--- config.mk ---
export PLATFORM = sky130hd
export DESIGN_NAME = mem_port_arbiter
export DESIGN_NICKNAME = d
export VERILOG_FILES = /design/src/rtl/mem_port_arbiter.sv
export SDC_FILE = /design/constraint.sdc
export NUM_CORES = 1
export LEC_CHECK = 0
export ABC_AREA = 1
export BUFFER_PORTS_ARGS = -buffer_cell sky130_fd_sc_hd__buf_2
export CAP_MARGIN = 20
export CORE_UTILIZATION = 32
export DETAILED_ROUTE_END_ITERATION = 8
export PLACE_DENSITY = 0.6
export SYNTH_ARGS = -nofsm -noshare
export SYNTH_HDL_FRONTEND = slang
export SYNTH_SLANG_ARGS = --single-unit
--- constraint.sdc ---
create_clock -name Clock -period 1.4 [get_ports Clock]
set_input_delay 0.21 -clock Clock [delete_from_list [all_inputs] [get_ports Clock]]
set_output_delay 0.21 -clock Clock [all_outputs]
set_load 0.02 [all_outputs]
--- src/rtl/mem_port_arbiter.sv ---
// mem_port_arbiter: shares one single-port synchronous memory between the fetch and MEM-stage data requesters.
// Latency: grant in cycle T -> mem_en in T+1 -> ack in T+2+LATENCY; back-to-back rate is one access per LATENCY+2 cycles.
// Backpressure: requesters hold req until their one-cycle ack; stall holds the pipeline while any request is unacked.
//
// Ports:
//   Clock, nReset               rising-edge clock, asynchronous active-low reset
//   if_req/if_addr              fetch request (held until if_ack), byte address
//   if_rdata/if_ack             fetch read data, valid with the one-cycle if_ack pulse
//   d_req/d_we/d_be/d_addr/d_wdata  data request, write flag, byte enables, byte address, write data
//   d_rdata/d_ack               data read data, valid with the one-cycle d_ack pulse
//   mem_en/mem_we/mem_be/mem_addr/mem_wdata  memory command, driven for the single ISSUE cycle
//   mem_rdata                   memory read data, valid LATENCY cycles after mem_en
//   stall                       combinational pipeline hold
module mem_port_arbiter #(
  parameter int LATENCY        = 1,  // 1..15
  parameter int MAX_DATA_BURST = 4   // 1..15
) (
  input  logic        Clock,
  input  logic        nReset,
  input  logic        if_req,
  input  logic [31:0] if_addr,
  output logic [31:0] if_rdata,
  output logic        if_ack,
  input  logic        d_req,
  input  logic        d_we,
  input  logic [3:0]  d_be,
  input  logic [31:0] d_addr,
  input  logic [31:0] d_wdata,
  output logic [31:0] d_rdata,
  output logic        d_ack,
  output logic        mem_en,
  output logic        mem_we,
  output logic [3:0]  mem_be,
  output logic [31:0] mem_addr,
  output logic [31:0] mem_wdata,
  input  logic [31:0] mem_rdata,
  output logic        stall
);

  typedef enum logic [1:0] {IDLE, ISSUE, WAIT, RESP} state_t;

  localparam logic [3:0] MAX_BURST = 4'(MAX_DATA_BURST);
  localparam logic [3:0] WAIT_LOAD = 4'(LATENCY - 1);

  state_t      state_q, state_d;
  logic [3:0]  burst_q, burst_d;
  logic [3:0]  wait_q, wait_d;
  logic        fetch_q, fetch_d;    // granted access belongs to the fetch port
  logic        cmd_we_q, cmd_we_d;  // granted access is a write
  logic        mem_en_q, mem_en_d;
  logic        mem_we_q, mem_we_d;
  logic [3:0]  mem_be_q, mem_be_d;
  logic [31:0] mem_addr_q, mem_addr_d;
  logic [31:0] mem_wdata_q, mem_wdata_d;
  logic        if_ack_q, if_ack_d;
  logic        d_ack_q, d_ack_d;
  logic [31:0] if_rdata_q, if_rdata_d;
  logic [31:0] d_rdata_q, d_rdata_d;

  // Byte-lane bits of the request addresses are dropped; memory is word addressed.
  logic unused_addr_lsbs;
  assign unused_addr_lsbs = ^{if_addr[1:0], d_addr[1:0]};

  always_comb begin
    state_d     = state_q;
    burst_d     = burst_q;
    wait_d      = wait_q;
    fetch_d     = fetch_q;
    cmd_we_d    = cmd_we_q;
    mem_en_d    = 1'b0;
    mem_we_d    = 1'b0;
    mem_be_d    = 4'b0000;
    mem_addr_d  = mem_addr_q;
    mem_wdata_d = mem_wdata_q;
    if_ack_d    = 1'b0;
    d_ack_d     = 1'b0;
    if_rdata_d  = if_rdata_q;
    d_rdata_d   = d_rdata_q;

    unique case (state_q)
      IDLE, RESP: begin
        // Arbitrate on this cycle's requests; in RESP this overlaps the ack.
        if (d_req && (!if_req || (burst_q < MAX_BURST))) begin
          state_d    = ISSUE;
          fetch_d    = 1'b0;
          cmd_we_d   = d_we;
          mem_en_d   = 1'b1;
          mem_we_d   = d_we;
          mem_be_d   = d_we ? d_be : 4'b1111;
          mem_addr_d = {d_addr[31:2], 2'b00};
          if (d_we) begin
            mem_wdata_d = d_wdata;
          end
          // The grant condition keeps burst_q below MAX_BURST here, so +1 saturates at the limit.
          burst_d = if_req ? (burst_q + 4'd1) : 4'd0;
        end else if (if_req) begin
          state_d    = ISSUE;
          fetch_d    = 1'b1;
          cmd_we_d   = 1'b0;
          mem_en_d   = 1'b1;
          mem_we_d   = 1'b0;
          mem_be_d   = 4'b1111;
          mem_addr_d = {if_addr[31:2], 2'b00};
          burst_d    = 4'd0;
        end else begin
          state_d = IDLE;
        end
      end
      ISSUE: begin
        state_d = WAIT;
        wait_d  = WAIT_LOAD;
      end
      WAIT: begin
        if (wait_q == 4'd0) begin
          // Last WAIT cycle: mem_rdata is valid now, capture it alongside the ack.
          state_d = RESP;
          if (fetch_q) begin
            if_ack_d   = 1'b1;
            if_rdata_d = mem_rdata;
          end else begin
            d_ack_d = 1'b1;
            if (!cmd_we_q) begin
              d_rdata_d = mem_rdata;
            end
          end
        end else begin
          wait_d = wait_q - 4'd1;
        end
      end
      default: state_d = IDLE;
    endcase
  end

  always_ff @(posedge Clock or negedge nReset) begin
    if (!nReset) begin
      state_q     <= IDLE;
      burst_q     <= 4'd0;
      wait_q      <= 4'd0;
      fetch_q     <= 1'b0;
      cmd_we_q    <= 1'b0;
      mem_en_q    <= 1'b0;
      mem_we_q    <= 1'b0;
      mem_be_q    <= 4'b0000;
      mem_addr_q  <= 32'd0;
      mem_wdata_q <= 32'd0;
      if_ack_q    <= 1'b0;
      d_ack_q     <= 1'b0;
      if_rdata_q  <= 32'd0;
      d_rdata_q   <= 32'd0;
    end else begin
      state_q     <= state_d;
      burst_q     <= burst_d;
      wait_q      <= wait_d;
      fetch_q     <= fetch_d;
      cmd_we_q    <= cmd_we_d;
      mem_en_q    <= mem_en_d;
      mem_we_q    <= mem_we_d;
      mem_be_q    <= mem_be_d;
      mem_addr_q  <= mem_addr_d;
      mem_wdata_q <= mem_wdata_d;
      if_ack_q    <= if_ack_d;
      d_ack_q     <= d_ack_d;
      if_rdata_q  <= if_rdata_d;
      d_rdata_q   <= d_rdata_d;
    end
  end

  assign mem_en    = mem_en_q;
  assign mem_we    = mem_we_q;
  assign mem_be    = mem_be_q;
  assign mem_addr  = mem_addr_q;
  assign mem_wdata = mem_wdata_q;
  assign if_ack    = if_ack_q;
  assign d_ack     = d_ack_q;
  assign if_rdata  = if_rdata_q;
  assign d_rdata   = d_rdata_q;

  // The pipeline is itself in reset while nReset is low, so it must not see a hold then.
  assign stall = nReset && ((d_req && !d_ack_q) || (if_req && !if_ack_q));

endmodule
==> impl_metrics.env <==
export IMPL_grt_ovfl_total=0
export IMPL_total_switching_power_w=0.00996
export IMPL_path_max_fanout=8
export IMPL_timing_max_cap_violations=0
export IMPL_final_max_slew_viol_count=0
export IMPL_pin_count_of_the_biggest_net_entering_global_routing=78
export IMPL_row_count=51
export IMPL_grt_pass1_vias=5256
export IMPL_synth_ff_latch_count=146
export IMPL_synth_async_reset_ratio_pct=100
export IMPL_total_number_of_vias=5882
export IMPL_critical_path_required_ns=1.70
export IMPL_r2r_slack_ns=-0.10
export IMPL_post_route_min_period_ns=1.50
export IMPL_crit_reg2reg_capture="d_rdata[7]"
export IMPL_hold_path_class="in2reg"
export IMPL_number_of_antenna_cells_inserted=0
export IMPL_synth_most_common_cell="nand2_1"
export IMPL_setup_ws_ns=-0.103
export IMPL_setup_tns_ns=-2.69
export IMPL_timing_critical_path_from_type="flip-flop"
export IMPL_maximum_clock_rate_ghz=0.666
export IMPL_grt_use_total_pct=16.9
export IMPL_clock_path_buffers=2
export IMPL_sequentialPowerShare_pct=31.9
export IMPL_grt_pass1_wl_mm=26.7
export IMPL_run_status="finished, violations left"
export IMPL_number_of_flops_mapped_to_enable_cells_by_yosys=0
export IMPL_post_synth_top_area_cell="dfrtp_1"
export IMPL_cellInternalPower_w=0.0133
export IMPL_port_buffer_count=267
export IMPL_avgRoutedWirePerCell_um=14.0
export IMPL_skew_ns=0.0100
export IMPL_routabilityCongestion=0.757
export IMPL_cts_inserted_buffers=17
export IMPL_pre_cts_slack_ns=-0.0775
export IMPL_clock_tree_from_tritoncts="done"
export IMPL_reg2regPathDepth=9
export IMPL_rsz0062_at_grt="yes"
export IMPL_clock_sinks=146
export IMPL_critical_path_startpoint="wait_q[0]"
export IMPL_syn_instance_count=744
export IMPL_numPlacedInstances=1266
export IMPL_die_height_um=143
export IMPL_violations="negative setup slack"
export IMPL_pwr_share_clk_pct=19.3
export IMPL_share_comb_of_total_power_pct=48.8
export IMPL_synthTopCellsByArea="dfrtp_1 57%, nand2_1 14%, inv_1 6.5%"
export IMPL_netSwitchingFraction_pct=42.8
export IMPL_die_w_um=143
export IMPL_synthesis_area_mm2=0.00638
export IMPL_maximum_vdd_ir_drop_v=0.00101
export IMPL_power_density_mw_per_mm2=2520
export IMPL_timing_rr_start="wait_q[0]"
export IMPL_syn_to_final_growth_pct=44.5
export IMPL_drt_first_iter_violations=239
export IMPL_finish_cell_count_without_fillers=1313
export IMPL_layout_nets=1175
export IMPL_core_mm2=0.0195
export IMPL_drc_errors=0
export IMPL_synthFlopType="dfrtp_1"
export IMPL_final_hold_violation_count=0
export IMPL_ant_nets=0
export IMPL_crit_type="reg2reg"
export IMPL_clk_latency_ns=0.42
export IMPL_post_dp_hpwl_mm=12.3
export IMPL_clock_root_buffer="clkbuf_16"
export IMPL_avg_vias_per_cell=4.48
export IMPL_cts_htree_levels=4
export IMPL_critPathArrivalTime_ns=1.80
export IMPL_yosysTopAreaCellShare_pct=57.3
export IMPL_post_synth_most_frequent_cells="240 x nand2_1, 146 x dfrtp_1, 111 x inv_1, 63 x nand3_1, 40 x o21ai_1"
export IMPL_yosysWarnings=0
export IMPL_drt_wl_total_mm=18.4
export IMPL_top_level_i_o_count=274
export IMPL_yosysUniqueCellTypes=29
export IMPL_syn_area_per_cell_um2=8.58
export IMPL_endpoint_kind_of_the_worst_setup_timing_path="flip-flop"
export IMPL_final_setup_viol_count=33
export IMPL_initial_core_util_pct=32.7
export IMPL_initial_antenna_violation_count=0
export IMPL_total_iterations_of_the_first_detailed_routing_run=5
export IMPL_critical_path_endpoint="d_rdata[7]"
export IMPL_post_route_period_util_pct=107
export IMPL_final_layout_size_suffix_gt1_share_pct=37.7
export IMPL_power_leakage_nw=5.28
export IMPL_path_clk_slew_ns=0.06
export IMPL_dieArea_mm2=0.0205
export IMPL_synth_seq_area_share_pct=57.3
worst min path at each step:
| stage | cells past startpoint | endpoint | start | slack (ns) |
|---|---|---|---|---|
| finish | 3 | mem_wdata[16] | d_wdata[16] | 0.04 |
| global route | 3 | mem_wdata[16] | d_wdata[16] | 0.02 |
| CTS | 3 | mem_wdata[6] | d_wdata[6] | 0.02 |
| detailed placement | 2 | if_rdata[6] | nReset | 0.27 |
| global placement | 2 | d_rdata[4] | nReset | 0.27 |
| floorplan | 0 | burst_q[0] | nReset | -0.09 |
power groups by stage:
| stage | Combinational [W] | Clock (W) | Sequential [W] |
|---|---|---|---|
| finish | 0.0113 | 0.00450 | 0.00741 |
| CTS | 0.0107 | 0.00463 | 0.00733 |
| global route | 0.0125 | 0.00483 | 0.00765 |
| detailed placement | 0.0107 | 0 | 0.00734 |
| floorplan | 0.00409 | 0 | 0.00964 |
| global placement | 0.0105 | 0 | 0.00736 |
cells in the final DEF (no fill, tap or decap), types with 2 or more instances in the layout:
master     instances
clkbuf_16         21
o21ai_1           53
clkinv_4           3
nand3_4            2
nand2_4            6
inv_8              2
inv_2              6
xor2_1             2
dfrtp_1          145
nor2_1             7
conb_1             2
nand4_1           35
buf_4             24
buf_2            265
buf_6              5
o21ai_4            2
inv_1            108
o21ai_0           12
nand2_1          220
nand3_1           63
nand2_2           15
ha_4               2
inv_6              6
buf_12            16
o21ai_2           10
metrics by stage:
step | hold slack [ns] | total power, W | utilization [%] | cell area, um2
after floorplan | -0.0856 | 0.0137 | - | 6430
after detailed placement | 0.268 | 0.0180 | 42.4 | 8270
after CTS | 0.0197 | 0.0227 | 45.5 | 8890
after global routing | 0.0193 | 0.0249 | 47.2 | 9220
after global placement | 0.268 | 0.0178 | 42.4 | 8270
final | 0.0388 | 0.0232 | 47.2 | 9220
final cells by class:
cell class	instances	area, um2
Inverter	114	428
Clock buffer	18	439
Timing Repair Buffer	317	2040
Tap cell	265	332
Clock inverter	14	144
Fill cell	1937	10300
Sequential cell	146	3650
Multi-Input combinational cell	439	2190
sequential cells by signal, indices dropped and copies added (netlist names), 2 cells and up:
register and flops:
burst_q 4, if_rdata 32, mem_wdata 32, d_rdata 32, state_q 2, mem_be 4, wait_q 4, mem_addr 30
logic make-up (layout without fill, tap and decap cells):
| group | Yosys count | in the layout | share of synthesized area [%] |
|---|---|---|---|
| other cells | 1 | 2 | 0.0588 |
| buf+inv | 160 | 463 | 11.1 |
| xor+xnor | 2 | 2 | 0.275 |
| flops | 146 | 146 | 57.3 |
| mux | 1 | 1 | 0.157 |
| compound gates | 79 | 79 | 6.45 |
| simple gates | 352 | 352 | 24.1 |
| fa+ha+maj | 3 | 3 | 0.588 |
metal layers:
metal	GRT usage [%]	part of all wire, %
met3	5.10	7.6
met1	22.2	44
met4	5.04	0.86
met5	0	0
met2	26.8	48
repair_timing:
item / 4_1_cts / 5_1_grt
setup endpoints to repair: 101 / 134
hold endpoints to repair: 146 / 0
resized for setup: 6 / 66
hold buffers: 1 / 0
pin swaps: 0 / 5
setup buffers: 1 / 6
gates cloned: 0 / 7
worst max-delay path: stages (launching register included):
cell       delay (ns)
dfrtp_1          0.39
inv_2            0.08
ha_4             0.15
nand3_4          0.07
inv_2            0.07
buf_6            0.10
nand3_4          0.17
clkbuf_16        0.25
nand2_2          0.05
o21ai_1          0.05
Note: power is estimated with default switching activity, not from simulation.
